===== src/rtl/mips_mc_ctrl.sv =====
// rtl/mips_mc_ctrl.sv - multicycle MIPS control sequencer with ALU control decode and retire counter
module mips_mc_ctrl (
    input  logic        clk,
    input  logic        rst_n,
    input  logic [5:0]  opcode,
    input  logic [5:0]  funct,
    input  logic        Zero,
    input  logic        mem_ready,
    output logic [3:0]  ALUCtrl,
    output logic        ALUSrcA,
    output logic [1:0]  ALUSrcB,
    output logic        IorD,
    output logic        MemRead,
    output logic        MemWrite,
    output logic        IRWrite,
    output logic        RegDst,
    output logic        MemtoReg,
    output logic        RegWrite,
    output logic [1:0]  PCSource,
    output logic        pc_we,
    output logic        illegal,
    output logic [31:0] retired
);

    typedef enum logic [3:0] {
        S_FETCH  = 4'd0,
        S_DECODE = 4'd1,
        S_MEMADR = 4'd2,
        S_MEMRD  = 4'd3,
        S_MEMWB  = 4'd4,
        S_MEMWR  = 4'd5,
        S_REXEC  = 4'd6,
        S_RWB    = 4'd7,
        S_BRANCH = 4'd8,
        S_JUMP   = 4'd9,
        S_IEXEC  = 4'd10,
        S_IWB    = 4'd11
    } state_t;

    localparam logic [3:0] ALU_AND = 4'b0000;
    localparam logic [3:0] ALU_OR  = 4'b0001;
    localparam logic [3:0] ALU_ADD = 4'b0010;
    localparam logic [3:0] ALU_SUB = 4'b0110;
    localparam logic [3:0] ALU_SLT = 4'b0111;
    localparam logic [3:0] ALU_SLL = 4'b0100;
    localparam logic [3:0] ALU_SRL = 4'b0101;

    localparam logic [5:0] OP_RTYPE = 6'h00;
    localparam logic [5:0] OP_LW    = 6'h23;
    localparam logic [5:0] OP_SW    = 6'h2B;
    localparam logic [5:0] OP_BEQ   = 6'h04;
    localparam logic [5:0] OP_J     = 6'h02;
    localparam logic [5:0] OP_ADDI  = 6'h08;

    state_t      state_q, state_d;
    logic [31:0] retired_q, retired_d;
    logic        retire;
    logic        mem_rdy;

    // Memory handshake is masked while reset is held so no enable can fire during reset.
    assign mem_rdy = mem_ready & rst_n;
    assign retired = retired_q;

    // State and retire counter registers.
    always_ff @(posedge clk or negedge rst_n) begin
        if (!rst_n) begin
            state_q   <= S_FETCH;
            retired_q <= 32'd0;
        end else begin
            state_q   <= state_d;
            retired_q <= retired_d;
        end
    end

    // Next-state and per-state control decode; all controls default to 0.
    always_comb begin
        state_d  = state_q;
        retire   = 1'b0;
        ALUCtrl  = ALU_AND;
        ALUSrcA  = 1'b0;
        ALUSrcB  = 2'b00;
        IorD     = 1'b0;
        MemRead  = 1'b0;
        MemWrite = 1'b0;
        IRWrite  = 1'b0;
        RegDst   = 1'b0;
        MemtoReg = 1'b0;
        RegWrite = 1'b0;
        PCSource = 2'b00;
        pc_we    = 1'b0;
        illegal  = 1'b0;
        unique case (state_q)
            S_FETCH: begin
                MemRead = 1'b1;
                ALUSrcB = 2'b01;
                ALUCtrl = ALU_ADD;
                IRWrite = mem_rdy;
                pc_we   = mem_rdy;
                if (mem_rdy) state_d = S_DECODE;
            end
            S_DECODE: begin
                // ALU precomputes the branch target while the opcode is decoded.
                ALUSrcB = 2'b11;
                ALUCtrl = ALU_ADD;
                case (opcode)
                    OP_RTYPE:     state_d = S_REXEC;
                    OP_LW, OP_SW: state_d = S_MEMADR;
                    OP_BEQ:       state_d = S_BRANCH;
                    OP_J:         state_d = S_JUMP;
                    OP_ADDI:      state_d = S_IEXEC;
                    default: begin
                        illegal = 1'b1;
                        state_d = S_FETCH;
                    end
                endcase
            end
            S_MEMADR: begin
                ALUSrcA = 1'b1;
                ALUSrcB = 2'b10;
                ALUCtrl = ALU_ADD;
                state_d = (opcode == OP_SW) ? S_MEMWR : S_MEMRD;
            end
            S_MEMRD: begin
                MemRead = 1'b1;
                IorD    = 1'b1;
                if (mem_rdy) state_d = S_MEMWB;
            end
            S_MEMWB: begin
                RegWrite = 1'b1;
                MemtoReg = 1'b1;
                retire   = 1'b1;
                state_d  = S_FETCH;
            end
            S_MEMWR: begin
                MemWrite = 1'b1;
                IorD     = 1'b1;
                if (mem_rdy) begin
                    retire  = 1'b1;
                    state_d = S_FETCH;
                end
            end
            S_REXEC: begin
                ALUSrcA = 1'b1;
                state_d = S_RWB;
                case (funct)
                    6'h20:   ALUCtrl = ALU_ADD;
                    6'h22:   ALUCtrl = ALU_SUB;
                    6'h24:   ALUCtrl = ALU_AND;
                    6'h25:   ALUCtrl = ALU_OR;
                    6'h2A:   ALUCtrl = ALU_SLT;
                    6'h00:   ALUCtrl = ALU_SLL;
                    6'h02:   ALUCtrl = ALU_SRL;
                    default: begin
                        // Unsupported funct is dropped without a write-back or retire.
                        illegal = 1'b1;
                        state_d = S_FETCH;
                    end
                endcase
            end
            S_RWB: begin
                RegWrite = 1'b1;
                RegDst   = 1'b1;
                retire   = 1'b1;
                state_d  = S_FETCH;
            end
            S_BRANCH: begin
                ALUSrcA  = 1'b1;
                ALUCtrl  = ALU_SUB;
                PCSource = 2'b01;
                pc_we    = Zero;
                retire   = 1'b1;
                state_d  = S_FETCH;
            end
            S_JUMP: begin
                PCSource = 2'b10;
                pc_we    = 1'b1;
                retire   = 1'b1;
                state_d  = S_FETCH;
            end
            S_IEXEC: begin
                ALUSrcA = 1'b1;
                ALUSrcB = 2'b10;
                ALUCtrl = ALU_ADD;
                state_d = S_IWB;
            end
            S_IWB: begin
                RegWrite = 1'b1;
                retire   = 1'b1;
                state_d  = S_FETCH;
            end
            default: state_d = S_FETCH;
        endcase
        retired_d = retire ? retired_q + 32'd1 : retired_q;
    end

endmodule


===== config.mk =====
export PLATFORM = sky130hd
export DESIGN_NAME = mips_mc_ctrl
export DESIGN_NICKNAME = d
export VERILOG_FILES = /design/src/rtl/mips_mc_ctrl.sv
export SDC_FILE = /design/constraint.sdc
export NUM_CORES = 1
export LEC_CHECK = 0
export ABC_AREA = 1
export CAP_MARGIN = 20
export CORE_UTILIZATION = 45
export CTS_BUF_LIST = sky130_fd_sc_hd__clkbuf_4
export DETAILED_ROUTE_END_ITERATION = 7
export PLACE_DENSITY_LB_ADDON = 0.1
export SYNTH_ARGS = -nofsm -noshare
export SYNTH_HDL_FRONTEND = slang
export SYNTH_SLANG_ARGS = --single-unit

===== constraint.sdc =====
create_clock -name clk -period 2.1 [get_ports clk]
set_input_delay 0.315 -clock clk [delete_from_list [all_inputs] [get_ports clk]]
set_output_delay 0.315 -clock clk [all_outputs]
set_load 0.01 [all_outputs]

==> results of run 1 <==
-- worst paths after layout --
check / start / endpoint / slack, ns
max in group asynchronous: rst_n / state_q[1] / 1.72
hold / removal: rst_n / retired[6] / 0.03
min in group clk: rst_n / state_q[2] / 0.36
setup / recovery: state_q[1] / ALUSrcB[1] / 0.08
hold reg to reg: retired[10] / retired[10] / 0.53
setup reg to reg: state_q[0] / retired[24] / 0.32
-- metrics by stage --
| step | setup TNS [ns] | area, µm² |
|---|---|---|
| 2_1_floorplan | 0 | 2740 |
| 3_3_place_gp | -0.335 | 3540 |
| 3_5_place_dp | -0.538 | 3540 |
| 4_1_cts | -0.0950 | 3640 |
| 5_1_grt | -0.0189 | 3670 |
| 6_report | 0 | 3670 |
-- cells by family (layout without fill, tap and decap cells) --
group	Yosys count	after routing	share of synthesized area
and+or+nand+nor	325	325	0.478
AOI/OAI and AO/OA	20	20	0.0397
buffers and inverters	61	150	0.0941
other	1	1	0.00137
xor gates and xnor gates	15	15	0.0534
adders and majority gates	1	1	0.00457
DFF	36	36	0.329
-- worst reg2reg max path, stage by stage, from the launching register on --
cell      delay [ns]
dfrtp_2         0.45
buf_4           0.15
buf_4           0.12
nand2_1         0.09
inv_1           0.09
o21bai_4        0.15
nand3_4         0.12
inv_2           0.36
nand2_1         0.11
nand2_1         0.08
-- cell usage in the layout (no fill, tap or decap) --
cell type / instances
nand2_1: 202
nor2_1: 69
inv_1: 54
clkdlybuf4s50_1: 47
dfrtp_1: 34
nand3_1: 30
buf_4: 24
o21ai_0: 13
nor2_2: 11
xor2_1: 9
nand2_2: 5
clkbuf_4: 5
dlygate4sd2_1: 5
dlymetal6s2s_1: 5
a21oi_1: 4
xnor2_1: 4
clkbuf_2: 4
nor3_1: 2
nand4_1: 2
xnor2_2: 2
clkinv_1: 2
clkdlybuf4s15_1: 2
dfrtp_2: 2
o21ai_1: 1
nor3_2: 1
nand3b_1: 1
nor2_4: 1
o21bai_4: 1
nand3_4: 1
inv_2: 1
a21boi_0: 1
ha_1: 1
conb_1: 1
buf_2: 1
-- cell type report --
| cell class | count | area [µm²] | area share |
|---|---|---|---|
| Tap cell | 75 | 93.8 | 0.0256 |
| Timing Repair Buffer | 88 | 802 | 0.219 |
| Clock buffer | 5 | 37.5 | 0.0102 |
| Sequential cell | 36 | 903 | 0.246 |
| Clock inverter | 2 | 7.51 | 0.00205 |
| Multi-Input combinational cell | 362 | 1620 | 0.441 |
| Inverter | 55 | 206 | 0.0563 |
-- synthesized netlist by cell type, types with 2 or more instances --
cell type,number
nand2_1,203
a21oi_1,4
nand2_2,4
nand4_1,2
o21ai_0,14
nand3_1,30
xnor2_2,2
xor2_1,9
nor3_1,3
dfrtp_1,36
nor2_1,77
inv_1,54
buf_2,2
nor2_2,3
buf_6,3
xnor2_1,4
-- timing repair --
item / in CTS / in global routing
pin swaps: 0 / 1
resized for setup: 25 / 15
hold endpoints to repair: 0 / 0
endpoints found under the setup margin: 13 / 11
setup buffers: 4 / 3
-- report_power, final --
| part | switching [mW] | total (mW) | internal [mW] | leakage (nW) |
|---|---|---|---|---|
| Sequential | 0.0828 | 0.843 | 0.760 | 0.493 |
| Combinational | 0.651 | 1.18 | 0.527 | 1.35 |
| Clock | 0.243 | 0.360 | 0.117 | 0.0261 |
| Total | 0.977 | 2.38 | 1.40 | 1.87 |
-- flip-flops by register name (all words and copies together), names as in the netlist --
signal and flops:
retired 32, state_q 4
-- layer usage --
metal  GRT usage  share of wire  vias up
met2       0.464           0.50       66
met1       0.319           0.46     1360
met5           0              0        -
met4      0.0625         0.0066        0
met3      0.0423          0.039        5
li1            -              -     1565
==> impl_metrics.tcl, run 1 <==
set metrics [dict create \
    status "finished with violations" \
    failed_checks "design-rule violations" \
    fp.dieH_um 80.0 \
    timing.hold.ws_ns 0.0347 \
    start_util 0.465 \
    drc 1 \
    fin_total_pwr_mw 2.38 \
    syn_nets 476 \
    peakVddDrop_mv 0.495 \
    drt_wl_total_um 7700 \
    timing.final.ws_setup_ns 0.0801 \
    cpPeakStageDelay_ns 0.46 \
    post-route-period-util 0.962 \
    rows 28 \
    hold_viol 0 \
    syn_inst 459 \
    required_ns 1.78 \
    end_kind "output pin" \
    dp_hpwl_um 5920 \
    syn_to_final_growth_pct 33.9 \
    clk_pin_slew_ns 0.11 \
    powerDensity_nw_per_um2 649 \
    drtIter0Drc 124 \
    min_period_ns 2.02 \
    dp_worst_setup_slack_ns -0.183 \
    grt.overflow.total 0 \
    io_buffers 64 \
    die_width_um 80.0 \
    p_leak_nw 1.87 \
    cap_violations 0 \
    finalNonFillerCells 623 \
    gp_congestion 0.862 \
    start_kind "flop" \
    synthTopCellsByArea "dfrtp_1, nand2_1, nor2_1, inv_1, nand3_1" \
    seq_area_frac_synth 0.329 \
    synth_edf_count 0 \
    arrival_ns 1.70 \
    clk_path_buf_depth 2 \
    antenna_left 0 \
    fill_cells 606 \
    skew_ns 0.00836 \
    syn_area_um2 2740 \
    worstPathCellList "buf_4, inv_1, nand2_2, inv_1, nand2_1, buf_4, o21ai_0, clkdlybuf4s15_1" \
    postCtsHoldBufs 0 \
    antenna_found_initial 0 \
    cpLargestDelayFamily "buffers and inverters" \
    num-nets-final 565 \
    cts_tree "yes" \
    core_um2 5890 \
    cp.depth 8 \
    finalMaxSlewViolations 0 \
    synthArstFlopShare 1.00 \
    finish.utilization 0.623 \
    dieArea_um2 6400 \
    fmax_mhz 495 \
    cts_made_buffers 5 \
    ff2ff_path_depth 9 \
    yosys_warnings 0 \
    synth_top_area_frac 0.329 \
    root_buffer "clkbuf_4" \
    synth.distinct_cells 25 \
    cts_max_level 2 \
    grt_max_degree 37 \
    drive_above_1_share 0.108 \
    setup_viol 0 \
    dp_cells 609 \
    ys.flop_type "dfrtp_1" \
    critPathSlowestCell "dfrtp_2" \
    n_antenna_cell 0 \
    vias 2996 \
    synth.avg_cell_area_um2 5.97 \
    grt_pass1_wl_um 12900 \
    cts.sinks 36 \
    worstSkewPairLatency_ns 0.35 \
    grt_pass1_vias 2835 \
    wl_per_cell_um 12.4 \
    ys_ff_latch 36 \
    cp_max_fo 5 \
    firstDrtPassIters 8 \
    synth.largest_area_cell "dfrtp_1" \
    worst-path-buf-inv 5 \
    grt_util_all_layers 0.259 \
    viasPerCell 4.81 \
    hold_class "in2async" \
    boundaryPins 66 \
    crit_type "reg2out" \
]
No activity file was read; power rests on OpenSTA's default activity.
==> inputs of run 2 (changes only) <==
CAP_MARGIN = default   (was 20)
DONT_BUFFER_PORTS = 1   (was default)
==> run 2 against run 1 <==
Net effect: the flow still finishes with violations (design-rule violations); final cell count decreased by 13%; largest cell class unchanged; critical endpoint is now ALUCtrl[1]; clock power increased by 9.2%; sequential power increased by 2%; routed wire length decreased by 8.9%; setup slack improved by 0.083 ns; first-iteration DRC count increased by 8.9%; count of clock-buffer cells in the layout increased by 2; design area decreased by 21%.
==> impl_metrics.tcl, run 2 (synthesized netlist as in run 1, its figures left out) <==
set metrics [dict create \
    drt_wl_total_um 7020 \
    cts_max_level 2 \
    rsz0062_at_grt "no" \
    core_um2 5890 \
    n_antenna_cell 0 \
    arrival_ns 1.62 \
    cts_made_buffers 5 \
    cts.sinks 36 \
    p_leak_nw 1.45 \
    clk_pin_slew_ns 0.12 \
    status "finished with violations" \
    timing.hold.ws_ns 0.214 \
    min_period_ns 1.94 \
    powerDensity_nw_per_um2 681 \
    grt_max_degree 37 \
    final_common_cell "nand2_1" \
    grt_util_all_layers 0.240 \
    viasPerCell 4.98 \
    peakVddDrop_mv 0.390 \
    largest_register_ffs 32 \
    boundaryPins 66 \
    post-route-period-util 0.922 \
    wl_per_cell_um 13.0 \
    skew_ns 0.0135 \
    drtIter0Drc 135 \
    placed_area_um2 2800 \
    critPathSlowestCell "dfrtp_1" \
    start_kind "flop" \
    start_util 0.465 \
    stdcell_area_um2 2900 \
    grt_pass1_vias 2631 \
    hold_viol 0 \
    io_buffers 0 \
    antenna_found_initial 0 \
    end_kind "output pin" \
    drive_above_1_share 0.0557 \
    finalMaxSlewViolations 0 \
    num-nets-final 483 \
    cp_max_fo 5 \
    layout_common_cells "nand2_1, nor2_1, inv_1" \
    crit_type "reg2out" \
    grt.overflow.total 0 \
    firstDrtPassIters 8 \
    fill_cells 625 \
    die_width_um 80.0 \
    failed_checks "design-rule violations" \
    dieArea_um2 6400 \
    fp.dieH_um 80.0 \
    hold_class "in2reg" \
    fmax_mhz 516 \
    drc 1 \
    vias 2700 \
    required_ns 1.78 \
    worstPathCellList "inv_1, nand2_1, inv_1, nand2_1, inv_1, a21oi_1, o21ai_0" \
    root_buffer "clkbuf_4" \
    gp_congestion 0.937 \
    worstSkewPairLatency_ns 0.35 \
    antenna_left 0 \
    cpPeakStageDelay_ns 0.42 \
    grt_pass1_wl_um 11900 \
    clk_path_buf_depth 2 \
    setup_viol 0 \
    dp_hpwl_um 5510 \
    critPathMostFrequentCell "inv_1" \
    tns_ns 0 \
    cap_violations 0 \
    rows 28 \
    cts_tree "yes" \
    syn_to_final_growth_pct 5.89 \
]
==> run 2: cell types whose count changed in the layout (fill, tap and decap cells not counted), sizes merged <==
cell           delta
dlymetal6s2s      -5
buf              -20
clkdlybuf4s15     -2
dlygate4sd2       -5
clkinv            -1
clkdlybuf4s50    -47
clkbuf            -2
dlygate4sd3       +1
==> run 2: path summary, 6_finish.rpt <==
kind                        startpoint           to  slack [ns]  depth (start not counted)
max                         state_q[2]   ALUCtrl[1]        0.16                          7
min                              rst_n   state_q[2]        0.21                          3
max reg2reg                 retired[1]  retired[30]        0.32                         10
min reg2reg                retired[10]  retired[10]        0.61                          1
max in group asynchronous        rst_n  retired[19]        1.50                          2
min in group asynchronous        rst_n   retired[9]        0.40                          2
==> run 2: layer usage <==
layer	vias to the layer above	GRT usage	wire length, µm
met4	0	0.0714	91
met1	1220	0.278	3120
met2	71	0.434	3420
li1	1402	-	-
met5	-	0	0
met3	7	0.0583	390
==> run 2: critical path, delay by kind of cell (launching register included) <==
| family | cells | cell delay [ns] |
|---|---|---|
| AO/OA/AOI/OAI | 2 | 0.30 |
| AND/OR/NAND/NOR | 2 | 0.30 |
| flip-flops | 1 | 0.42 |
| buffers and inverters | 3 | 0.26 |
==> run 2: power by group <==
group,internal [mW],switching (mW)
registers,0.756,0.104
logic,0.199,0.522
clock network,0.155,0.239
total,1.11,0.865
==> run 2: layout make-up <==
type                    count  area (µm²)  area share
multi-input cells         362        1580       0.546
well taps                  75        93.8      0.0324
repair buffers              6        60.1      0.0207
clock buffers               7        52.6      0.0181
flip-flops and latches     36         901       0.311
inverters                  55         206      0.0712
clock inverters             1        3.75     0.00129
==> run 2: repair_timing <==
item,in CTS,in global routing
endpoints found under the setup margin,0,4
gates resized for setup,0,1
buffers inserted,0,1
hold endpoints to repair,36,0
hold buffers,2,0
==> run 2: metrics by stage <==
step / setup WS [ns] / power, mW / std cells / utilization
6_report: 0.163 / 1.98 / 542 / 0.493
5_1_grt: 0.0297 / 2.13 / 542 / 0.493
4_1_cts: 0.0604 / 1.98 / 541 / 0.491
3_5_place_dp: 0.334 / 1.56 / 531 / 0.476
3_3_place_gp: 0.344 / 1.56 / 531 / 0.476
2_1_floorplan: 0.529 / 1.43 / 459 / -
==> inputs of run 3 (changes only) <==
CTS_CLUSTER_SIZE = 16   (was default)
GPL_ROUTABILITY_DRIVEN = 0   (was default)
==> results of run 3 <==
Final layout, timing and power as in run 2 (identical DEF).
